**config.mk**
```make
export PLATFORM = sky130hd
export DESIGN_NAME = cs161_mc_control
export DESIGN_NICKNAME = d
export VERILOG_FILES = /design/src/rtl/cs161_mc_pkg.sv /design/src/rtl/cs161_alu_ctrl.sv /design/src/rtl/cs161_mc_control.sv
export SDC_FILE = /design/constraint.sdc
export NUM_CORES = 1
export LEC_CHECK = 0
export BUFFER_PORTS_ARGS = -buffer_cell sky130_fd_sc_hd__buf_2
export CAP_MARGIN = 20
export CORE_AREA = 2 2 79 81
export DETAILED_ROUTE_END_ITERATION = 10
export DIE_AREA = 0 0 81 83
export GPL_TIMING_DRIVEN = 0
export HOLD_SLACK_MARGIN = 0.03
export PLACE_DENSITY = 0.61
export SETUP_SLACK_MARGIN = 0.5
export SYNTH_ARGS = -nofsm -noshare
export SYNTH_HDL_FRONTEND = slang
export SYNTH_SLANG_ARGS = --single-unit
```
**constraint.sdc**
```tcl
create_clock -name clk -period 3.2 [get_ports clk]
set_input_delay 0 -clock clk [delete_from_list [all_inputs] [get_ports clk]]
set_output_delay 0 -clock clk [all_outputs]
set_load 0.005 [all_outputs]
```
**src/rtl/cs161_mc_pkg.sv**
```systemverilog
// Shared encodings for the multicycle controller: state codes, opcodes,
// funct fields and ALU operation codes.
package cs161_mc_pkg;

    typedef enum logic [3:0] {
        S_FETCH  = 4'd0,
        S_DECODE = 4'd1,
        S_MEMADR = 4'd2,
        S_MEMRD  = 4'd3,
        S_MEMWB  = 4'd4,
        S_MEMWR  = 4'd5,
        S_EXEC   = 4'd6,
        S_ALUWB  = 4'd7,
        S_BRANCH = 4'd8,
        S_ADDIEX = 4'd9,
        S_ADDIWB = 4'd10,
        S_JUMP   = 4'd11
    } state_t;

    localparam logic [5:0] OP_RTYPE = 6'b000000;
    localparam logic [5:0] OP_LW    = 6'b100011;
    localparam logic [5:0] OP_SW    = 6'b101011;
    localparam logic [5:0] OP_BEQ   = 6'b000100;
    localparam logic [5:0] OP_ADDI  = 6'b001000;
    localparam logic [5:0] OP_J     = 6'b000010;

    localparam logic [5:0] FN_ADD = 6'b100000;
    localparam logic [5:0] FN_SUB = 6'b100010;
    localparam logic [5:0] FN_AND = 6'b100100;
    localparam logic [5:0] FN_OR  = 6'b100101;
    localparam logic [5:0] FN_NOR = 6'b100111;
    localparam logic [5:0] FN_SLT = 6'b101010;

    localparam logic [3:0] ALU_AND = 4'b0000;
    localparam logic [3:0] ALU_OR  = 4'b0001;
    localparam logic [3:0] ALU_ADD = 4'b0010;
    localparam logic [3:0] ALU_SUB = 4'b0110;
    localparam logic [3:0] ALU_SLT = 4'b0111;
    localparam logic [3:0] ALU_NOR = 4'b1100;

endpackage

```
**src/rtl/cs161_alu_ctrl.sv**
```systemverilog
// R-type funct decode to ALU operation; unknown functs fall back to ADD
// with valid low so the FSM can flag them.
module cs161_alu_ctrl
    import cs161_mc_pkg::*;
(
    input  logic [5:0] funct,
    output logic [3:0] alu_op,
    output logic       valid
);

    always_comb begin
        alu_op = ALU_ADD;
        valid  = 1'b1;
        case (funct)
            FN_ADD:  alu_op = ALU_ADD;
            FN_SUB:  alu_op = ALU_SUB;
            FN_AND:  alu_op = ALU_AND;
            FN_OR:   alu_op = ALU_OR;
            FN_NOR:  alu_op = ALU_NOR;
            FN_SLT:  alu_op = ALU_SLT;
            default: valid  = 1'b0;
        endcase
    end

endmodule

```
**src/rtl/cs161_mc_control.sv**
```systemverilog
// Multicycle MIPS-subset control FSM with retired-instruction counter.
// state | meaning
// FETCH  0 | read instruction, PC+4    DECODE 1 | register read, branch target
// MEMADR 2 | lw/sw address             MEMRD  3 | load access (waits mem_ready)
// MEMWB  4 | load writeback            MEMWR  5 | store access (waits mem_ready)
// EXEC   6 | R-type ALU op             ALUWB  7 | R-type writeback
// BRANCH 8 | beq compare / PC update   ADDIEX 9 | addi ALU op
// ADDIWB 10| addi writeback            JUMP   11| PC <- jump target
module cs161_mc_control
    import cs161_mc_pkg::*;
#(
    parameter int CNT_WIDTH = 32,
    parameter bit FIXED_MEM = 1'b0
) (
    input  logic                 clk,
    input  logic                 rst,
    input  logic [5:0]           instr_op,
    input  logic [5:0]           funct,
    input  logic                 zero,
    input  logic                 mem_ready,
    output logic                 pc_en,
    output logic                 iord,
    output logic                 mem_read,
    output logic                 mem_write,
    output logic                 ir_write,
    output logic                 reg_dst,
    output logic                 mem_to_reg,
    output logic                 reg_write,
    output logic                 alu_src_a,
    output logic [1:0]           alu_src_b,
    output logic [1:0]           pc_src,
    output logic [3:0]           alu_op,
    output logic [3:0]           state,
    output logic [CNT_WIDTH-1:0] instr_count,
    output logic                 illegal
);

    state_t     cur;
    logic       mem_rdy;
    logic [3:0] fn_op;
    logic       fn_valid;
    logic       illegal_q;
    logic       retire;

    assign mem_rdy = FIXED_MEM ? 1'b1 : mem_ready;
    assign state   = cur;
    assign illegal = illegal_q & ~rst;

    cs161_alu_ctrl u_alu_ctrl (
        .funct  (funct),
        .alu_op (fn_op),
        .valid  (fn_valid)
    );

    // An instruction retires on the cycle it leaves its final state.
    always_comb begin
        retire = 1'b0;
        case (cur)
            S_MEMWB, S_ALUWB, S_ADDIWB, S_BRANCH, S_JUMP: retire = 1'b1;
            S_MEMWR: retire = mem_rdy;
            default: retire = 1'b0;
        endcase
    end

    always_ff @(posedge clk) begin
        if (rst) begin
            cur         <= S_FETCH;
            instr_count <= '0;
            illegal_q   <= 1'b0;
        end else begin
            illegal_q <= 1'b0;
            if (retire)
                instr_count <= instr_count + CNT_WIDTH'(1);
            case (cur)
                S_FETCH:  if (mem_rdy) cur <= S_DECODE;
                S_DECODE: begin
                    case (instr_op)
                        OP_RTYPE:     cur <= S_EXEC;
                        OP_LW, OP_SW: cur <= S_MEMADR;
                        OP_BEQ:       cur <= S_BRANCH;
                        OP_ADDI:      cur <= S_ADDIEX;
                        OP_J:         cur <= S_JUMP;
                        default: begin
                            cur       <= S_FETCH;
                            illegal_q <= 1'b1;
                        end
                    endcase
                end
                S_MEMADR: cur <= (instr_op == OP_SW) ? S_MEMWR : S_MEMRD;
                S_MEMRD:  if (mem_rdy) cur <= S_MEMWB;
                S_MEMWR:  if (mem_rdy) cur <= S_FETCH;
                S_EXEC: begin
                    if (fn_valid) begin
                        cur <= S_ALUWB;
                    end else begin
                        cur       <= S_FETCH;
                        illegal_q <= 1'b1;
                    end
                end
                S_ADDIEX: cur <= S_ADDIWB;
                default:  cur <= S_FETCH;
            endcase
        end
    end

    always_comb begin
        pc_en      = 1'b0;
        iord       = 1'b0;
        mem_read   = 1'b0;
        mem_write  = 1'b0;
        ir_write   = 1'b0;
        reg_dst    = 1'b0;
        mem_to_reg = 1'b0;
        reg_write  = 1'b0;
        alu_src_a  = 1'b0;
        alu_src_b  = 2'b00;
        pc_src     = 2'b00;
        alu_op     = ALU_AND;
        case (cur)
            S_FETCH: begin
                mem_read  = 1'b1;
                alu_src_b = 2'b01;
                alu_op    = ALU_ADD;
                ir_write  = mem_rdy;
                pc_en     = mem_rdy;
            end
            S_DECODE: begin
                alu_src_b = 2'b11;
                alu_op    = ALU_ADD;
            end
            S_MEMADR, S_ADDIEX: begin
                alu_src_a = 1'b1;
                alu_src_b = 2'b10;
                alu_op    = ALU_ADD;
            end
            S_MEMRD: begin
                mem_read = 1'b1;
                iord     = 1'b1;
            end
            S_MEMWR: begin
                mem_write = 1'b1;
                iord      = 1'b1;
            end
            S_MEMWB: begin
                reg_write  = 1'b1;
                mem_to_reg = 1'b1;
            end
            S_EXEC: begin
                alu_src_a = 1'b1;
                alu_op    = fn_op;
            end
            S_ALUWB: begin
                reg_dst   = 1'b1;
                reg_write = 1'b1;
            end
            S_ADDIWB: reg_write = 1'b1;
            S_BRANCH: begin
                alu_src_a = 1'b1;
                alu_op    = ALU_SUB;
                pc_src    = 2'b01;
                pc_en     = zero;
            end
            S_JUMP: begin
                pc_src = 2'b10;
                pc_en  = 1'b1;
            end
            default: ;
        endcase
        // Reset overrides every datapath control so nothing is written mid-abort.
        if (rst) begin
            pc_en      = 1'b0;
            iord       = 1'b0;
            mem_read   = 1'b0;
            mem_write  = 1'b0;
            ir_write   = 1'b0;
            reg_dst    = 1'b0;
            mem_to_reg = 1'b0;
            reg_write  = 1'b0;
            alu_src_a  = 1'b0;
            alu_src_b  = 2'b00;
            pc_src     = 2'b00;
            alu_op     = 4'b0000;
        end
    end

endmodule

```
# == Yosys cells after proc, flatten, opt, wreduce, memory -nomap -nowiden ==
# Index checks and enable logic that the tools add are counted.
# word_totals
register_bits,37
in_bits,16
output_inout_bits,54
word_cells,81
# op_classes
add_sub_neg,1
n_eq_ne,25
n_mux,37
bitwise,2
n_reduce_logical,13
# ops
cell,count
"== test 6 bit, second input constant",8
one-hot mux 4 bit (5 select lines),2
"adder 32 x 1 -> 32 bit, second input constant",1
one-hot mux 4 bit (7 select lines),1
two-way mux 1 bit,20
"== test 4 x 3 -> 1 bit, second input constant",4
"== test 4 bit, second input constant",4
two-way mux 4 bit,4
one-hot mux 4 bit (3 select lines),1
OR reduction 6 bit,2
"== test 4 x 2 -> 1 bit, second input constant",2
OR reduction 2 bit,4
OR reduction 4 bit,2
"== test 6 x 2 -> 1 bit, second input constant",1
"== test 6 x 3 -> 1 bit, second input constant",1
"== test 6 x 4 -> 1 bit, second input constant",1
logical NOT 6 bit,1
two-way mux 3 bit,2
"inequality test 2 bit, second input constant",3
one-hot mux 2 bit (3 select lines),1
OR reduction 5 bit,1
"== test 4 x 1 -> 1 bit, second input constant",1
logical NOT 4 bit,1
two-way mux 2 bit,2
7 further kinds,8

# == Depth between registers and ports, before layout ==
# Gate-level depths: netlist of run 1.
# depth
word_depth,5
mapped_depth,8
mapped_depth_nobuf,6

# == Hierarchy ==
# From an unflattened synthesis of run 1, not the netlist that was laid out.
# hier_totals
cells_unflattened,310
area_unflattened_um2,2356.0
# modules_own_cells
mod,n_inst,cells_each,area_per_inst_um2,seq_area_each_um2
cs161_mc_control,1,296,2237.1,740.7
cs161_alu_ctrl,1,14,118.9,0.0

# == Worst setup path after synthesis of run 1 ==
# No wires, ideal clock.
# synth_timing
path_type,reg-to-reg
from,register instr_count[0]
to,register instr_count[20]
setup_ps,70
t_arrival_ps,1651
required_ps,3130
slack_ps,1479
path_stages_with_launch,8
path_buffers,1
synth_period_minus_slack_ps,1721
path_cell_list,dfxtp_1 ha_1 o21ai_0 a21oi_2 nand3_2 clkbuf_2 or4_1 a21oi_1
# synth_via
elab_chain_len,1
# synth_lines
item,line_no,rtl
from (decl),cs161_mc_control.sv:34,"output logic [CNT_WIDTH-1:0] instr_count,"
from (signal assigned),cs161_mc_control.sv:73,instr_count <= instr_count + CNT_WIDTH'(1);
adder 32 x 1 -> 32 bit,cs161_mc_control.sv:73,
# Every way passes these cells.
# A chain may end at the register's enable or synchronous reset.

# == Worst setup path in the final report of run 1 ==
# layout_timing
from,register instr_count[0]
to,register instr_count[28]
# The elaborated chain is that of the path after synthesis.

==> flow_summary.ini, run 1 <==
[outcome]
status = finished clean

[floorplan]
floorplan.die.width_um = 81
die_area_sq_um = 6720
initial_utilization_pct = 38.9
coreArea_sq_um = 5820
num_rows = 28
top_level_i_o_count = 70
chipHeight_um = 83

[power_and_ir_drop]
vdd_ir_drop_max_uv = 182
totalPowerFinal_mw = 0.977
power.density_cell_area_nw_per_um2 = 346
power_switching_share_pct = 23.4
leakagePower_nw = 1.10
p_seq_share_pct = 47.6
power_switching_mw = 0.229
pwr-share-comb_pct = 8.2
intPower_mw = 0.749
clock_power_share_pct = 44.2

[sta]
finalClockSkew_ps = 14.7
tightest_slew_ps = 547
max_slew_violation_count = 0
fmax_mhz = 476
period_share_pct = 65.7
count_of_endpoints_failing_hold_in_the_final_timing_report = 0
slew-limit-headroom_pct = 63.5
rsz_0062_raised_after_global_routing = no
period_needed_ps = 2100
final.setup.tns_ps = 0
final-setup-viol-count = 0

[synth]
synth_edf_count = 0
post_synth_most_frequent_cells = dfxtp_1 (37), nor2_1 (29), a21oi_1 (25)
yosys.cell_types.count = 55
post_synth.cell_area_avg_sq_um = 7.78
synth-seq-area-share_pct = 32.7
most_repeated_cell_in_the_gate_level_netlist_after_synthesis = dfxtp_1
yosysWarningCount = 0
syn-num-nets = 308
post_synth_main_area_contributors = dfxtp_1 (33%), a21oi_1 (5.5%), nor2_1 (4.8%)
yosys.area.top_type = dfxtp_1
mapped_cells = 291
fraction_of_post_synthesis_cell_area_in_the_top_cell_type_by_area_pct = 32.7
ys_dominant_reg_cell = dfxtp_1
mappedNetlistArea_sq_um = 2260
postSynth.asyncResetShare_pct = 0
postSynthRegisterBits = 37

[route]
wl_per_cell_um = 14.5
ant_nets = 0
num_vias = 2472
drc = 0
drtPass1Iterations = 4
drt-vias-per-instance = 5.58
drt_wl_total_mm = 6.42
dr.first_iter.drc_count = 103

[placement]
detailedPlacementHpwl_mm = 4.75
port_buffers = 69
place_congestion = 0.924

[worst_setup_path]
r2r-start = instr_count[0]
worstSetupPathType = flip-flop to flip-flop
crit_slowest_cell = dfxtp_1
r2r.worst_path.cells = 8
critical_path.endpoint_type = flip-flop
worstPathCellList = ha_1, o21ai_0, a21oi_2, nand3_2, clkbuf_2, clkbuf_1, o31ai_1, a21oi_1
worst_ep_arrival_time_ps = 2270
worstSetupStartpoint = instr_count[0]
cp-start-kind = flip-flop
critPathRequiredTime_ps = 3370
timing.critical_path.fanout_max = 10
cp_slowest_stage_delay_ps = 410

[cts]
cts_setup_buffers = 0
cts_buffer_depth = 2
root_buffer = clkbuf_8
h-tree-depth = 2
clock_insertion_delay_worst_skew_ps = 300
cts_made_buffers = 5
tritoncts = yes
cts_hold_buf = 0
cts.clk_slew.worst_paths_ps = 80
postCtsResizedCells = 0
clock_tree_sinks = 37

[cells_and_area]
area.growth.synth_to_final_pct = 24.7
num-nets-final = 384
antenna_cells_inserted = 0
final_layout_size_suffix_gt1_share_pct = 26.4

[global_routing]
vias_in_the_first_global_route = 2171
globalRouteTotalUtil_pct = 19.5
grt_antenna_before_repair = 0
grt_remaining_overflow = 0
grt_first_pass_wirelength_mm = 10.6
grt_start_max_net_pins = 13

[worst_hold_path]
worst_hold_path.num_cells = 3
worst_hold_path_startpoint = mem_ready
hold_crit_path_type = primary input to flip-flop

[job]
cap_violations = 0
## stage by stage
step	worst slack [ps]	hold WS [ps]	util (%)	instances	cell area [sq um]
floorplan	1480	39.5	-	291	2260
global placement	1070	302	46.5	435	2700
detailed placement	1090	297	46.5	435	2700
CTS	1080	92.7	48.6	443	2820
global route	845	127	48.6	443	2820
finish	1100	101	48.6	443	2820
## power by group through the flow
stage / Clock (mW) / Combinational [mW] / Sequential [mW]
floorplan: 0 / 0.0451 / 0.476
global placement: 0 / 0.0795 / 0.476
detailed placement: 0 / 0.0799 / 0.476
CTS: 0.445 / 0.0801 / 0.465
global route: 0.463 / 0.0891 / 0.466
finish: 0.432 / 0.0804 / 0.465
## cell usage in the layout (no fill, tap or decap), types with 4 or more instances in the layout
master / n
a21oi_1: 25
nor3_1: 9
xor2_1: 8
nand3_1: 9
o21ai_0: 14
or3_1: 12
clkbuf_1: 10
nand4_1: 8
nand2b_1: 7
o31ai_1: 12
xnor2_1: 4
inv_1: 9
or4_1: 12
dfxtp_1: 37
nor2_1: 29
nor4_1: 4
and3_1: 10
buf_2: 70
clkbuf_8: 6
nand2_1: 18
## area by class of cell
class                           instances  area, sq um
Fill cell                             617         2990
Multi-Input combinational cell        228         1410
Sequential cell                        37          741
Timing Repair Buffer                   69          345
Tap cell                               75         93.8
Clock buffer                            6         82.6
Buffer                                 17         78.8
Clock inverter                          2         37.5
Inverter                                9         33.8
## per-layer routing
layer	vias up	track usage (%)	wire length, um
met4	0	7.09	123
met2	65	31.0	3090
met1	1163	26.3	2940
met5	-	0	0
li1	1230	-	-
met3	14	3.37	259
## logic make-up (layout without fill, tap and decap cells)
logic type / count (synthesis) / after routing / share of synthesized area [%]
buf+inv: 26 / 103 / 4.97
simple gates: 136 / 136 / 34.3
mux: 4 / 4 / 1.93
fa+ha+maj: 1 / 1 / 0.552
compound gates: 75 / 75 / 20.9
xor+xnor: 12 / 12 / 4.64
flops: 37 / 37 / 32.7
## state kept, by name, indices dropped and copies added, names as in the netlist
name	count
instr_count	32
illegal_q	1
state	4
## path summary, 6_finish.rpt
path	to	slack, ps
max reg2reg	instr_count[28]	1100
min	state[0]	100
max	instr_count[28]	1100
min reg2reg	instr_count[31]	490
## critical path: cells and delay by family, from the launching register on
kind / cells / cell delay [ps]
AOI/OAI and AO/OA: 4 / 730
buffers and inverters: 2 / 500
DFF: 1 / 410
and+or+nand+nor: 1 / 170
adders and majority gates: 1 / 160
(Power assumes the default switching activity.)
==> inputs of run 2 (changes only) <==
==> constraint.sdc (replaced) <==
create_clock -name clk -period 2.2 [get_ports clk]
set_input_delay 0 -clock clk [delete_from_list [all_inputs] [get_ports clk]]
set_output_delay 0 -clock clk [all_outputs]
set_load 0.005 [all_outputs]
==> run 2 against run 1 <==
Clock skew shrank 6.1 ps. Wire length grew 19%. Register-to-register slack lost 650 ps. Global-route usage grew 1.6 points. Setup slack lost 750 ps. Clock power grew 48%. Critical path type is now flip-flop to primary output. Largest power group unchanged.
==> flow_summary.ini, run 2 (synthesis results as in run 1) <==
[power_and_ir_drop]
totalPowerFinal_mw = 1.44
intPower_mw = 1.09
power.density_cell_area_nw_per_um2 = 406
vdd_ir_drop_max_uv = 297
leakagePower_nw = 1.40
pwr-share-comb_pct = 9.3
p_seq_share_pct = 46.4
power_switching_mw = 0.351
power_switching_share_pct = 24.3
clock_power_share_pct = 44.3

[worst_setup_path]
worstSetupPathType = flip-flop to primary output
critPathRequiredTime_ps = 2200
worst_ep_arrival_time_ps = 1860
timing.critical_path.fanout_max = 7
cp-start-kind = flip-flop
critical_path.endpoint_type = primary output
r2r.worst_path.cells = 6

[cts]
clock_tree_sinks = 37
cts_buffer_depth = 2
cts.clk_slew.worst_paths_ps = 70
tritoncts = yes
root_buffer = clkbuf_8
clock_insertion_delay_worst_skew_ps = 300
cts_made_buffers = 5
h-tree-depth = 2

[placement]
dpl-instance-area_sq_um = 2710
dp_worst_setup_slack_ps = 166
place_congestion = 0.800
port_buffers = 69
detailedPlacementHpwl_mm = 4.61

[sta]
fmax_mhz = 539
period_share_pct = 84.4
fin_ws_ps = 344
count_of_endpoints_failing_hold_in_the_final_timing_report = 0
max_slew_violation_count = 0
tightest_slew_ps = 660
final-setup-viol-count = 0
period_needed_ps = 1860
final.setup.tns_ps = 0
slew-limit-headroom_pct = 56.0
finalClockSkew_ps = 8.63
rsz_0062_raised_after_global_routing = yes

[job]
cap_violations = 0

[cells_and_area]
antenna_cells_inserted = 0
fill_cells = 510
most-common-layout-cells = buf_2 (69), buf_4 (38), nor2_1 (27)
num-nets-final = 427
largest_register_ffs = 32
regArea_sq_um = 787
area.growth.synth_to_final_pct = 56.8
area_used_by_multi_input_combinational_logic_sq_um = 1680
layout_commonest_cell = buf_2
final_layout_size_suffix_gt1_share_pct = 50.6
finalInstanceArea_sq_um = 3550
largest-register = instr_count

[global_routing]
vias_in_the_first_global_route = 2397
grt_antenna_before_repair = 0
grt_remaining_overflow = 0
globalRouteTotalUtil_pct = 21.1
grt_first_pass_wirelength_mm = 11.5
grt_start_max_net_pins = 13

[route]
ant_nets = 0
drt_wl_total_mm = 7.61
dr.first_iter.drc_count = 159
routed-wl-met3_um = 441
drtPass1Iterations = 6
route.met2.wl_mm = 3.82
drc = 0
route.top_layer_used = met4
wl_per_cell_um = 15.7
drt-vias-per-instance = 5.65
met1_length_mm = 3.27
num_vias = 2748

[floorplan]
initial_utilization_pct = 38.9
die_area_sq_um = 6720
chipHeight_um = 83
coreArea_sq_um = 5820
floorplan.die.width_um = 81
top_level_i_o_count = 70
num_rows = 28

[outcome]
status = finished clean

[worst_hold_path]
worst_hold_path.num_cells = 3
hold_crit_path_type = primary input to flip-flop
==> run 2: cell types whose count changed in the layout (fill, tap and decap cells not counted), sizes merged <==
cell    delta
buf       +44
clkbuf     -2
nand3      +1
==> run 2: power groups by stage <==
stage	combinational, mW	clock [mW]	sequential, mW
2_1_floorplan	0.0663	0	0.692
3_3_place_gp	0.116	0	0.693
3_5_place_dp	0.117	0	0.692
4_1_cts	0.125	0.640	0.669
5_1_grt	0.148	0.680	0.669
6_report	0.134	0.639	0.669
==> run 2: critical path: stages, from the launching register on <==
cell,delay (ps)
dfxtp_4,370
nand2b_4,160
or3_4,390
or3_4,390
o21bai_1,120
buf_2,120
==> run 2: timing repair <==
item / in CTS / in global routing
gates cloned: 1 / 2
buffers inserted: 29 / 11
pin swaps: 10 / 23
endpoints found under the setup margin: 34 / 36
hold buffers: 0 / 0
gates resized for setup: 60 / 52
==> run 2: path summary, 6_finish.rpt <==
path,from,end,slack [ps]
setup / recovery,state[0],alu_op[2],340
setup reg to reg,instr_count[12],instr_count[31],450
hold / removal,mem_ready,state[0],110
hold reg to reg,instr_count[31],instr_count[31],490
==> run 2: routing by layer <==
layer | track usage (%) | vias to the layer above
li1 | - | 1332
met1 | 28.6 | 1312
met2 | 33.2 | 96
met3 | 4.24 | 8
met4 | 6.63 | 0
met5 | 0 | -
==> run 2: cell type report <==
type                            count  area share [%]
Multi-Input combinational cell    229            47.4
Sequential cell                    37            22.2
Timing Repair Buffer              111            19.5
Buffer                             17            3.98
Tap cell                           75            2.64
Clock buffer                        6            2.33
Clock inverter                      2            1.06
Inverter                            9           0.951
==> run 2: stage by stage <==
step | std cells | util, % | hold WS (ps)
2_1_floorplan | 291 | - | 39.5
3_3_place_gp | 435 | 46.7 | 292
3_5_place_dp | 435 | 46.7 | 293
4_1_cts | 473 | 55.7 | 102
5_1_grt | 486 | 61.1 | 116
6_report | 486 | 61.1 | 105
